## src/rtl/h_s_rca_pkg.sv

```systemverilog
// Shared types and helpers for the RCA sum accumulator and its adder.
// Saturation limits support the optional H_S_RCA_SUM_ACC_SATURATE_EN build.
package h_s_rca_pkg;

  localparam int unsigned IN_W_DEF  = 13;
  localparam int unsigned ACC_W_DEF = 16;

  typedef enum logic [1:0] {StIdle, StAccum, StHold} state_e;

  // The caller truncates the 64-bit result to its own accumulator width.
  function automatic logic signed [63:0] sext(input logic [63:0] v, input int unsigned w);
    return $signed(v << (64 - w)) >>> (64 - w);
  endfunction

  function automatic logic signed [63:0] sat_max(input int unsigned w);
    return (64'sd1 <<< (w - 1)) - 64'sd1;
  endfunction

  function automatic logic signed [63:0] sat_min(input int unsigned w);
    return -(64'sd1 <<< (w - 1));
  endfunction

endpackage

```

## src/rtl/h_s_rca_sum_accumulator_if.sv

```systemverilog
// Input sum stream and framed result stream for the sum accumulator.
// The master modport is the producer/consumer side; slave is the accumulator.
interface h_s_rca_sum_accumulator_if import h_s_rca_pkg::*; #(
  parameter int unsigned IN_W  = IN_W_DEF,
  parameter int unsigned ACC_W = ACC_W_DEF,
  parameter int unsigned CNT_W = 4
);
  logic             in_valid;
  logic             in_ready;
  logic [IN_W-1:0]  in_sum;
  logic             in_last;
  logic             out_valid;
  logic             out_ready;
  logic [ACC_W-1:0] out_acc;
  logic [CNT_W-1:0] out_count;
  logic             out_ovf;

  modport master (
    output in_valid, in_sum, in_last, out_ready,
    input  in_ready, out_valid, out_acc, out_count, out_ovf
  );

  modport slave (
    input  in_valid, in_sum, in_last, out_ready,
    output in_ready, out_valid, out_acc, out_count, out_ovf
  );
endinterface

```

## src/rtl/h_s_acc_add_ovf.sv

```systemverilog
// Signed ACC_W adder with overflow detect; clamps to the signed limits
// instead of wrapping when H_S_RCA_SUM_ACC_SATURATE_EN is defined.
module h_s_acc_add_ovf #(
  parameter int unsigned ACC_W = 16
) (
  input  logic [ACC_W-1:0] a,
  input  logic [ACC_W-1:0] b,
  output logic [ACC_W-1:0] sum,
  output logic             ovf
);
  logic [ACC_W-1:0] raw;

  assign raw = a + b;
  assign ovf = (a[ACC_W-1] == b[ACC_W-1]) && (raw[ACC_W-1] != a[ACC_W-1]);

`ifdef H_S_RCA_SUM_ACC_SATURATE_EN
  import h_s_rca_pkg::*;
  // On overflow both operands share a sign, so a's sign picks the limit.
  assign sum = ovf ? (a[ACC_W-1] ? ACC_W'(sat_min(ACC_W)) : ACC_W'(sat_max(ACC_W))) : raw;
`else
  assign sum = raw;
`endif

endmodule

```

## src/rtl/h_s_rca_sum_accumulator.sv

```systemverilog
// Frames the 13-bit signed RCA sum stream into wide signed totals with beat count
// and sticky overflow. Optional clamping: define H_S_RCA_SUM_ACC_SATURATE_EN.
module h_s_rca_sum_accumulator import h_s_rca_pkg::*; #(
  parameter int unsigned IN_W    = IN_W_DEF,
  parameter int unsigned ACC_W   = ACC_W_DEF,
  parameter int unsigned MAX_CNT = 8,
  parameter int unsigned CNT_W   = $clog2(MAX_CNT + 1)
) (
  input logic                      clk,
  input logic                      rst,
  h_s_rca_sum_accumulator_if.slave bus
);
  state_e           state_q;
  logic [ACC_W-1:0] acc_q, acc_d;
  logic [CNT_W-1:0] count_q, count_d;
  logic             ovf_q, ovf_d;
  logic             out_valid_q;
  logic [ACC_W-1:0] out_acc_q;
  logic [CNT_W-1:0] out_count_q;
  logic             out_ovf_q;

  logic [ACC_W-1:0] beat;
  logic [ACC_W-1:0] add_sum;
  logic             add_ovf;
  logic             xfer;
  logic             close;

  assign bus.in_ready  = (state_q != StHold);
  assign bus.out_valid = out_valid_q;
  assign bus.out_acc   = out_acc_q;
  assign bus.out_count = out_count_q;
  assign bus.out_ovf   = out_ovf_q;

  assign xfer = bus.in_valid && bus.in_ready;
  assign beat = ACC_W'(sext(64'(bus.in_sum), IN_W));

  h_s_acc_add_ovf #(
    .ACC_W (ACC_W)
  ) u_add (
    .a   (acc_q),
    .b   (beat),
    .sum (add_sum),
    .ovf (add_ovf)
  );

  always_comb begin
    acc_d   = add_sum;
    count_d = count_q + CNT_W'(1);
    ovf_d   = ovf_q | add_ovf;
    // The first beat of a frame starts fresh rather than adding to stale state.
    if (state_q == StIdle) begin
      acc_d   = beat;
      count_d = CNT_W'(1);
      ovf_d   = 1'b0;
    end
    close = bus.in_last || (count_d == CNT_W'(MAX_CNT));
  end

  always_ff @(posedge clk) begin
    if (rst) begin
      state_q     <= StIdle;
      acc_q       <= '0;
      count_q     <= '0;
      ovf_q       <= 1'b0;
      out_valid_q <= 1'b0;
      out_acc_q   <= '0;
      out_count_q <= '0;
      out_ovf_q   <= 1'b0;
    end else begin
      unique case (state_q)
        StIdle, StAccum: begin
          if (xfer) begin
            acc_q   <= acc_d;
            count_q <= count_d;
            ovf_q   <= ovf_d;
            if (close) begin
              state_q     <= StHold;
              out_valid_q <= 1'b1;
              out_acc_q   <= acc_d;
              out_count_q <= count_d;
              out_ovf_q   <= ovf_d;
            end else begin
              state_q <= StAccum;
            end
          end
        end
        StHold: begin
          if (out_valid_q && bus.out_ready) begin
            state_q     <= StIdle;
            out_valid_q <= 1'b0;
          end
        end
        default: state_q <= StIdle;
      endcase
    end
  end

endmodule
```

## src/flat_wrapper.sv

```systemverilog
// flat-port wrapper written by rule: the top's interface ports become plain ports
module h_s_rca_sum_accumulator_flat import h_s_rca_pkg::*;
#(
  parameter int unsigned IN_W    = IN_W_DEF,
  parameter int unsigned ACC_W   = ACC_W_DEF,
  parameter int unsigned MAX_CNT = 8,
  parameter int unsigned CNT_W   = $clog2(MAX_CNT + 1)
)
  (clk, rst, bus_in_valid, bus_in_sum, bus_in_last, bus_out_ready, bus_in_ready, bus_out_valid, bus_out_acc, bus_out_count, bus_out_ovf);
  h_s_rca_sum_accumulator_if #(.IN_W(IN_W), .ACC_W(ACC_W), .CNT_W(CNT_W)) bus_i ();
  input logic clk;
  input logic rst;
  input wire logic [$bits(bus_i.in_valid)-1:0] bus_in_valid;
  input wire logic [$bits(bus_i.in_sum)-1:0] bus_in_sum;
  input wire logic [$bits(bus_i.in_last)-1:0] bus_in_last;
  input wire logic [$bits(bus_i.out_ready)-1:0] bus_out_ready;
  output wire logic [$bits(bus_i.in_ready)-1:0] bus_in_ready;
  output wire logic [$bits(bus_i.out_valid)-1:0] bus_out_valid;
  output wire logic [$bits(bus_i.out_acc)-1:0] bus_out_acc;
  output wire logic [$bits(bus_i.out_count)-1:0] bus_out_count;
  output wire logic [$bits(bus_i.out_ovf)-1:0] bus_out_ovf;
  assign bus_i.in_valid = bus_in_valid;
  assign bus_i.in_sum = bus_in_sum;
  assign bus_i.in_last = bus_in_last;
  assign bus_i.out_ready = bus_out_ready;
  assign bus_in_ready = bus_i.in_ready;
  assign bus_out_valid = bus_i.out_valid;
  assign bus_out_acc = bus_i.out_acc;
  assign bus_out_count = bus_i.out_count;
  assign bus_out_ovf = bus_i.out_ovf;
  h_s_rca_sum_accumulator #(.IN_W(IN_W), .ACC_W(ACC_W), .MAX_CNT(MAX_CNT), .CNT_W(CNT_W)) u_core (.clk(clk), .rst(rst), .bus(bus_i));
endmodule
```

## config.mk

```make
export PLATFORM = sky130hd
export DESIGN_NAME = h_s_rca_sum_accumulator_flat
export DESIGN_NICKNAME = d
export VERILOG_FILES = /design/src/rtl/h_s_rca_pkg.sv /design/src/rtl/h_s_rca_sum_accumulator_if.sv /design/src/rtl/h_s_acc_add_ovf.sv /design/src/rtl/h_s_rca_sum_accumulator.sv /design/src/flat_wrapper.sv
export SDC_FILE = /design/constraint.sdc
export NUM_CORES = 1
export LEC_CHECK = 0
export CORE_ASPECT_RATIO = 1.4
export CORE_UTILIZATION = 55
export DETAILED_ROUTE_END_ITERATION = 6
export HOLD_SLACK_MARGIN = 0.15
export PLACE_DENSITY_LB_ADDON = 0.05
export SLEW_MARGIN = 0
export SYNTH_ARGS = -nofsm -noshare
export SYNTH_HDL_FRONTEND = slang
export SYNTH_SLANG_ARGS = --single-unit
```

## constraint.sdc

```tcl
create_clock -name clk -period 2.45 [get_ports clk]
set_input_delay 0.245 -clock clk [delete_from_list [all_inputs] [get_ports clk]]
set_output_delay 0.245 -clock clk [all_outputs]
set_load 0.02 [all_outputs]
```

# After elaboration in Yosys (flattened, before gate mapping)

Cells that the tools add are included.
W data, S select, Z words.

Output and inout port bits: 23
Register bits after elaboration: 45
Logic and storage cells: 42
Input port bits: 18

Reductions and logical operators: 11
Add/subtract/negate cells: 2
Multiplexer cells: 11
Eq/ne operators: 9
Bitwise operators: 1

Operators with widths:

| kind                  | count |
|---|---|
| $add A16 B16 Y16      | 1 |
| $mux W16              | 1 |
| $mux W2               | 3 |
| $ne A2 B1 Y1 const B  | 3 |
| $add A4 B1 Y4 const B | 1 |
| $eq A4 B4 Y1 const B  | 1 |
| $mux W1               | 4 |
| $mux W4               | 1 |
| $pmux W2 S2           | 1 |
| $reduce_and A2 Y1     | 2 |
| $reduce_and A4 Y1     | 1 |
| $logic_and A1 B1 Y1   | 3 |
| $reduce_and A3 Y1     | 1 |
| $eq A2 B1 Y1 const B  | 1 |
| $eq A2 B2 Y1 const B  | 1 |
| $logic_not A2 Y1      | 1 |
| $ne A2 B2 Y1 const B  | 1 |
| $pmux W1 S2           | 1 |
| $reduce_bool A2 Y1    | 1 |
| $reduce_or A2 Y1      | 1 |
| $eq A1 B1 Y1          | 1 |
| $logic_or A1 B1 Y1    | 1 |
| $ne A1 B1 Y1          | 1 |
| $or A1 B1 Y1          | 1 |

# Depth between registers and ports, before layout

Depth after elaboration: 7
Gate-level depth with buffers: 9
Gate-level depth less buffers: 9

# By module

From an unflattened synthesis, not the netlist that was laid out.

Cell total of the unflattened synthesis: 286
Area, all modules: 2663.8 µm²

Modules (own cells, without submodules):

| module                  | times used | area each (µm²) | cells each | sequential area each (µm²) |
|---|---|---|---|---|
| h_s_rca_sum_accumulator | 1          | 1869.3          | 178        | 900.9 |
| h_s_acc_add_ovf         | 1          | 794.5           | 108        | 0.0 |

# Least setup slack after synthesis

No wires, ideal clock.

Kind: register to register
Start: register u_core.acc_q[0]
End: register u_core.acc_q[12]
Cell stages (with the launch flop): 10
Setup time: 0.086 ns
Required time: 2.364 ns
Buffers on the path: 0
Arrival time: 2.079 ns
Path slack: 0.286 ns
Period minus slack after synthesis: 2.164 ns
Cell sequence: dfxtp_1 ha_1 inv_1 fa_1 nand2b_1 a21oi_1 o21bai_1 a2111oi_0 nor3_1 a211oi_1

Word-level cells in the longest chain between the ends: 2

Ends and longest elaborated chain:

| item                   | RTL line                      | RTL |
|---|---|---|
| start, declared        | h_s_rca_sum_accumulator.sv:14 | `logic [ACC_W-1:0] acc_q, acc_d;` |
| start signal, assigned | h_s_rca_sum_accumulator.sv:62 | `acc_q <= '0;` |
| start signal, assigned | h_s_rca_sum_accumulator.sv:73 | `acc_q <= acc_d;` |
| $add A16 B16 Y16       | h_s_acc_add_ovf.sv:13         | `assign raw = a + b;` |
| $mux W16               | h_s_rca_sum_accumulator.sv:51 | `if (state_q == StIdle) begin` |

No other way between the ends.
A chain may end at the register's enable or synchronous reset.

# Final worst setup path

Start: input bus_in_sum[8]
End: register u_core.out_acc_q[15], in the netlist u_core.bus.out_acc[15]

Word-level cells in the longest chain between the ends: 2

Ends and longest elaborated chain:

| item                 | RTL line                      | RTL |
|---|---|---|
| start, declared      | flat_wrapper.sv:14            | `input wire logic [$bits(bus_i.in_sum)-1:0] bus_in_sum;` |
| $add A16 B16 Y16     | h_s_acc_add_ovf.sv:13         |  |
| $mux W16             | h_s_rca_sum_accumulator.sv:51 |  |
| end signal, assigned | h_s_rca_sum_accumulator.sv:66 | `out_acc_q <= '0;` |
| end signal, assigned | h_s_rca_sum_accumulator.sv:79 | `out_acc_q <= acc_d;` |
| end, declared        | h_s_rca_sum_accumulator.sv:18 | `logic [ACC_W-1:0] out_acc_q;` |

No other way between the ends.

==> key figures <==
Outcome
  • Status: complete, no violations

Critical path
  • Startpoint Class: primary input
  • CP Max Fanout: 4
  • Start point of the critical path: bus_in_sum[8]
  • Buf/Inv on CP: 1
  • Max stage delay cell, worst path: clkdlybuf4s50_1
  • Endpoint type of the worst setup path: flip-flop
  • Slowest Stage Delay on Critical Path: 0.45 ns
  • Critical Path RT: 2.67 ns
  • Arrival @ worst endpoint: 2.56 ns
  • Reg2reg start: u_core.acc_q[0]
  • Worst path cell trace: clkdlybuf4s50_1 -> ha_1 -> a211oi_2 -> o211ai_2 -> a221oi_4 -> a21oi_1 -> or4_1 -> a311oi_2
  • CP Class: primary input to flip-flop
  • Crit-path leading delay family: compound AO/OA/AOI/OAI gates

STA
  • Post-route minimum period: 2.34 ns
  • Final Slew Violations: 0
  • Final setup viols: 0
  • Relative slew slack: 62.9%
  • Hold Fails Final Rpt: 0
  • Actual slew at the worst max-slew pin: 0.556 ns
  • Crit share post-route: 95.5%
  • Fmax: 427 MHz
  • Clk_skew: 0.00446 ns

Placed design
  • Detailed placer's ending HPWL: 5330 um
  • Dpl cell area: 3540 um^2
  • # port buffers: 40
  • GP Congestion: 0.878

Logic synthesis
  • Synth Area in XOR/XNOR: 2.76%
  • Top cells by area, synth: dfxtp_1, a211oi_1, ha_1, nor2_1, nand2_1
  • Synth Area in Compound Gates: 26.2%
  • Multiplexer area fraction after synthesis: 3.50%
  • Mapped Avg Cell Area: 8.24 um^2
  • Post-synthesis cell area: 2860 um^2
  • Seq cells post-synth: 45
  • Dominant synthesized flop cell: dfxtp_1
  • Leading area contributor after synthesis: dfxtp_1
  • Post-synthesis adder-cell area fraction: 7.70%
  • Sequential share of the synthesized area: 31.5%
  • Yosys warns: 0
  • Share of the synthesized area in the top cell type: 31.5%
  • Post-synth ARST share: 0%
  • Syn Inst Count: 347
  • Combinational family with the most area after synthesis: compound AO/OA/AOI/OAI gates
  • Yosys cell types: 61
  • Post-synth EDFFs: 0
  • Mapped Nets: 382
  • Post-Synth Simple-Gate Area: 21.8%

Die
  • Core area: 4920 um^2
  • Full die area: 5490 um^2
  • I/O Pins: 41
  • Starting Density: 58.1%
  • Num rows: 30
  • Die width: 62.9 um
  • Die Span Y: 87.3 um

Cells and area
  • Post-route cell area: 3660 um^2
  • Diodes inserted: 0
  • Layout cells sized above 1: 18.3%
  • Layout area overhead: 28.1%
  • Nets@finish: 450

Power and ir drop
  • Sw Ratio: 35.1%
  • Sw power: 733 uW
  • Leak Pwr: 1.45 nW
  • Power per cell area: 571 nW/um^2
  • Worst ir drop on vdd: 345 uV
  • Clk network pwr share: 22.7%
  • Sequential power share: 39.7%
  • Combinational share of power: 37.7%
  • Final Total Pwr: 2.09 mW
  • Int Pwr: 1.36 mW

Clock network
  • Clock Sinks: 45
  • CTS tree: done
  • TritonCTS Buffers: 5
  • CTS Buffer Depth: 2
  • CTS resizes: 0
  • Clock latency on the worst-skew pair: 0.30 ns
  • Hold-fix buffers, CTS: 0
  • Worst-path clk slew: 0.09 ns
  • Setup Buffers After CTS: 0
  • H-tree depth: 2
  • Clk root buf: clkbuf_8

Routing
  • Vias: 2838
  • Metal3 WL: 236 um
  • Routed met1 length: 3140 um
  • Uppermost layer routed: met4
  • Wirelength per Cell: 15.3 um
  • Drt pass-1 iters: 4
  • ANT nets after route: 0
  • Met2 routed WL: 3870 um
  • Post-Route WL: 7360 um
  • Post-route DRC violation count: 0
  • Iter 0 DRT Violations: 115
  • Drt via density: 5.91

GRT
  • All-Layer GR Usage: 27.7%
  • First-pass GRT wire length: 12100 um
  • Largest net degree at the start of global routing: 39
  • Vias in the first global route: 2728
  • Gr ovfl total: 0
  • Initial antenna violation count: 0

Min path
  • Hold Crit Start: u_core.bus.out_count[2]
  • Min-delay worst type: flip-flop to flip-flop

Job
  • Maximum Capacitance Violations: 0
## per-stage QoR
stage / hold slack (ns) / setup slack, ns / util [%] / setup TNS (ns) / cells
CTS: 0.474 / 0.0237 / 73.8 / 0 / 480
global placement: 0.443 / -0.206 / 71.9 / -1.71 / 472
detailed placement: 0.461 / -0.293 / 71.9 / -2.60 / 472
global route: 0.509 / -0.0144 / 74.5 / -0.0448 / 480
finish: 0.482 / 0.110 / 74.5 / 0 / 480
floorplan: 0.425 / 0.286 / - / 0 / 347
## per-layer routing
layer	vias up	GRT usage [%]
li1	1405	-
met1	1351	31.6
met2	69	51.1
met3	13	4.45
met4	0	10.4
met5	-	0
## synth_stat cells, types with 3 or more instances
cell       n
a311oi_1   3
buf_4      4
o21ai_1    3
clkbuf_1   9
dfxtp_1   45
nand2_1   31
nand4_1    3
nand2b_1   6
nor3_1     7
o211ai_1   6
o21bai_1   3
xor2_1     4
nand3_1    9
a31oi_1    3
a21oi_1   23
buf_2      4
inv_1      6
o221ai_1   4
o21ai_0   12
buf_6      6
ha_1      16
a211oi_1  27
xnor2_1    5
mux2i_1   10
or3_1      3
nor2_1    53
## power groups by stage
stage / combinational (mW) / sequential, mW / clock [mW]
4_1_cts: 0.770 / 0.829 / 0.488
6_report: 0.788 / 0.830 / 0.474
5_1_grt: 0.862 / 0.837 / 0.512
3_3_place_gp: 0.750 / 0.844 / 0
3_5_place_dp: 0.765 / 0.846 / 0
2_1_floorplan: 0.465 / 0.861 / 0
## sequential cells by signal, indices dropped and copies added, names as in the netlist
name                  count
u_core.bus.out_valid      1
u_core.bus.out_count      4
u_core.state_q            2
u_core.acc_q             16
u_core.bus.out_acc       16
u_core.count_q            4
u_core.bus.out_ovf        1
u_core.ovf_q              1
## layout make-up
type | instances | area [um^2]
sequential | 45 | 901
multi-input combinational | 270 | 1810
clock inverter | 3 | 21.3
clock buffer | 5 | 68.8
fill | 385 | 1250
tap | 64 | 80.1
inverter | 6 | 22.5
timing repair buffer | 87 | 761
## worst paths after layout
path / slack [ns] / depth (start not counted) / end
worst min-delay path: 0.48 / 2 / u_core.bus.out_count[2]
worst min register to register: 0.48 / 2 / u_core.bus.out_count[2]
worst max register to register: 0.19 / 11 / u_core.acc_q[14]
worst max-delay path: 0.11 / 8 / u_core.bus.out_acc[15]
## cells in the final DEF, fill, tap and decap left out, drive strengths merged, types with 2 or more instances in the layout
cell / instances
inv: 7
o211ai: 7
a2111oi: 2
and3b: 2
xor2: 4
o21ai: 15
buf: 48
mux2i: 10
a311oi: 4
nor2b: 2
nand2: 32
o221ai: 4
a31oi: 3
ha: 16
o21bai: 3
or3: 3
a21oi: 24
or4: 2
nor3: 8
nor4b: 2
dfxtp: 45
clkbuf: 5
a211oi: 28
nand3: 10
and3: 2
xnor2: 5
nand2b: 6
clkdlybuf4s50: 39
a21o: 2
nor2: 53
nand4: 4
## logic make-up after synthesis
kind of cell,after synthesis
simple gates,130
compound gates,104
flops,45
buf+inv,32
fa+ha+maj,17
mux,10
xor+xnor,9
## worst register-to-register path, stage by stage (launching register included)
cell and delay [ns]:
dfxtp_1 0.35, ha_1 0.16, inv_1 0.05, fa_1 0.38, nand2b_4 0.16, a21oi_2 0.19, buf_4 0.15, o21a_1 0.17
o2111a_1 0.22, buf_4 0.12, o221ai_1 0.10, o211ai_1 0.12
Note: power is estimated with default switching activity, not from simulation.
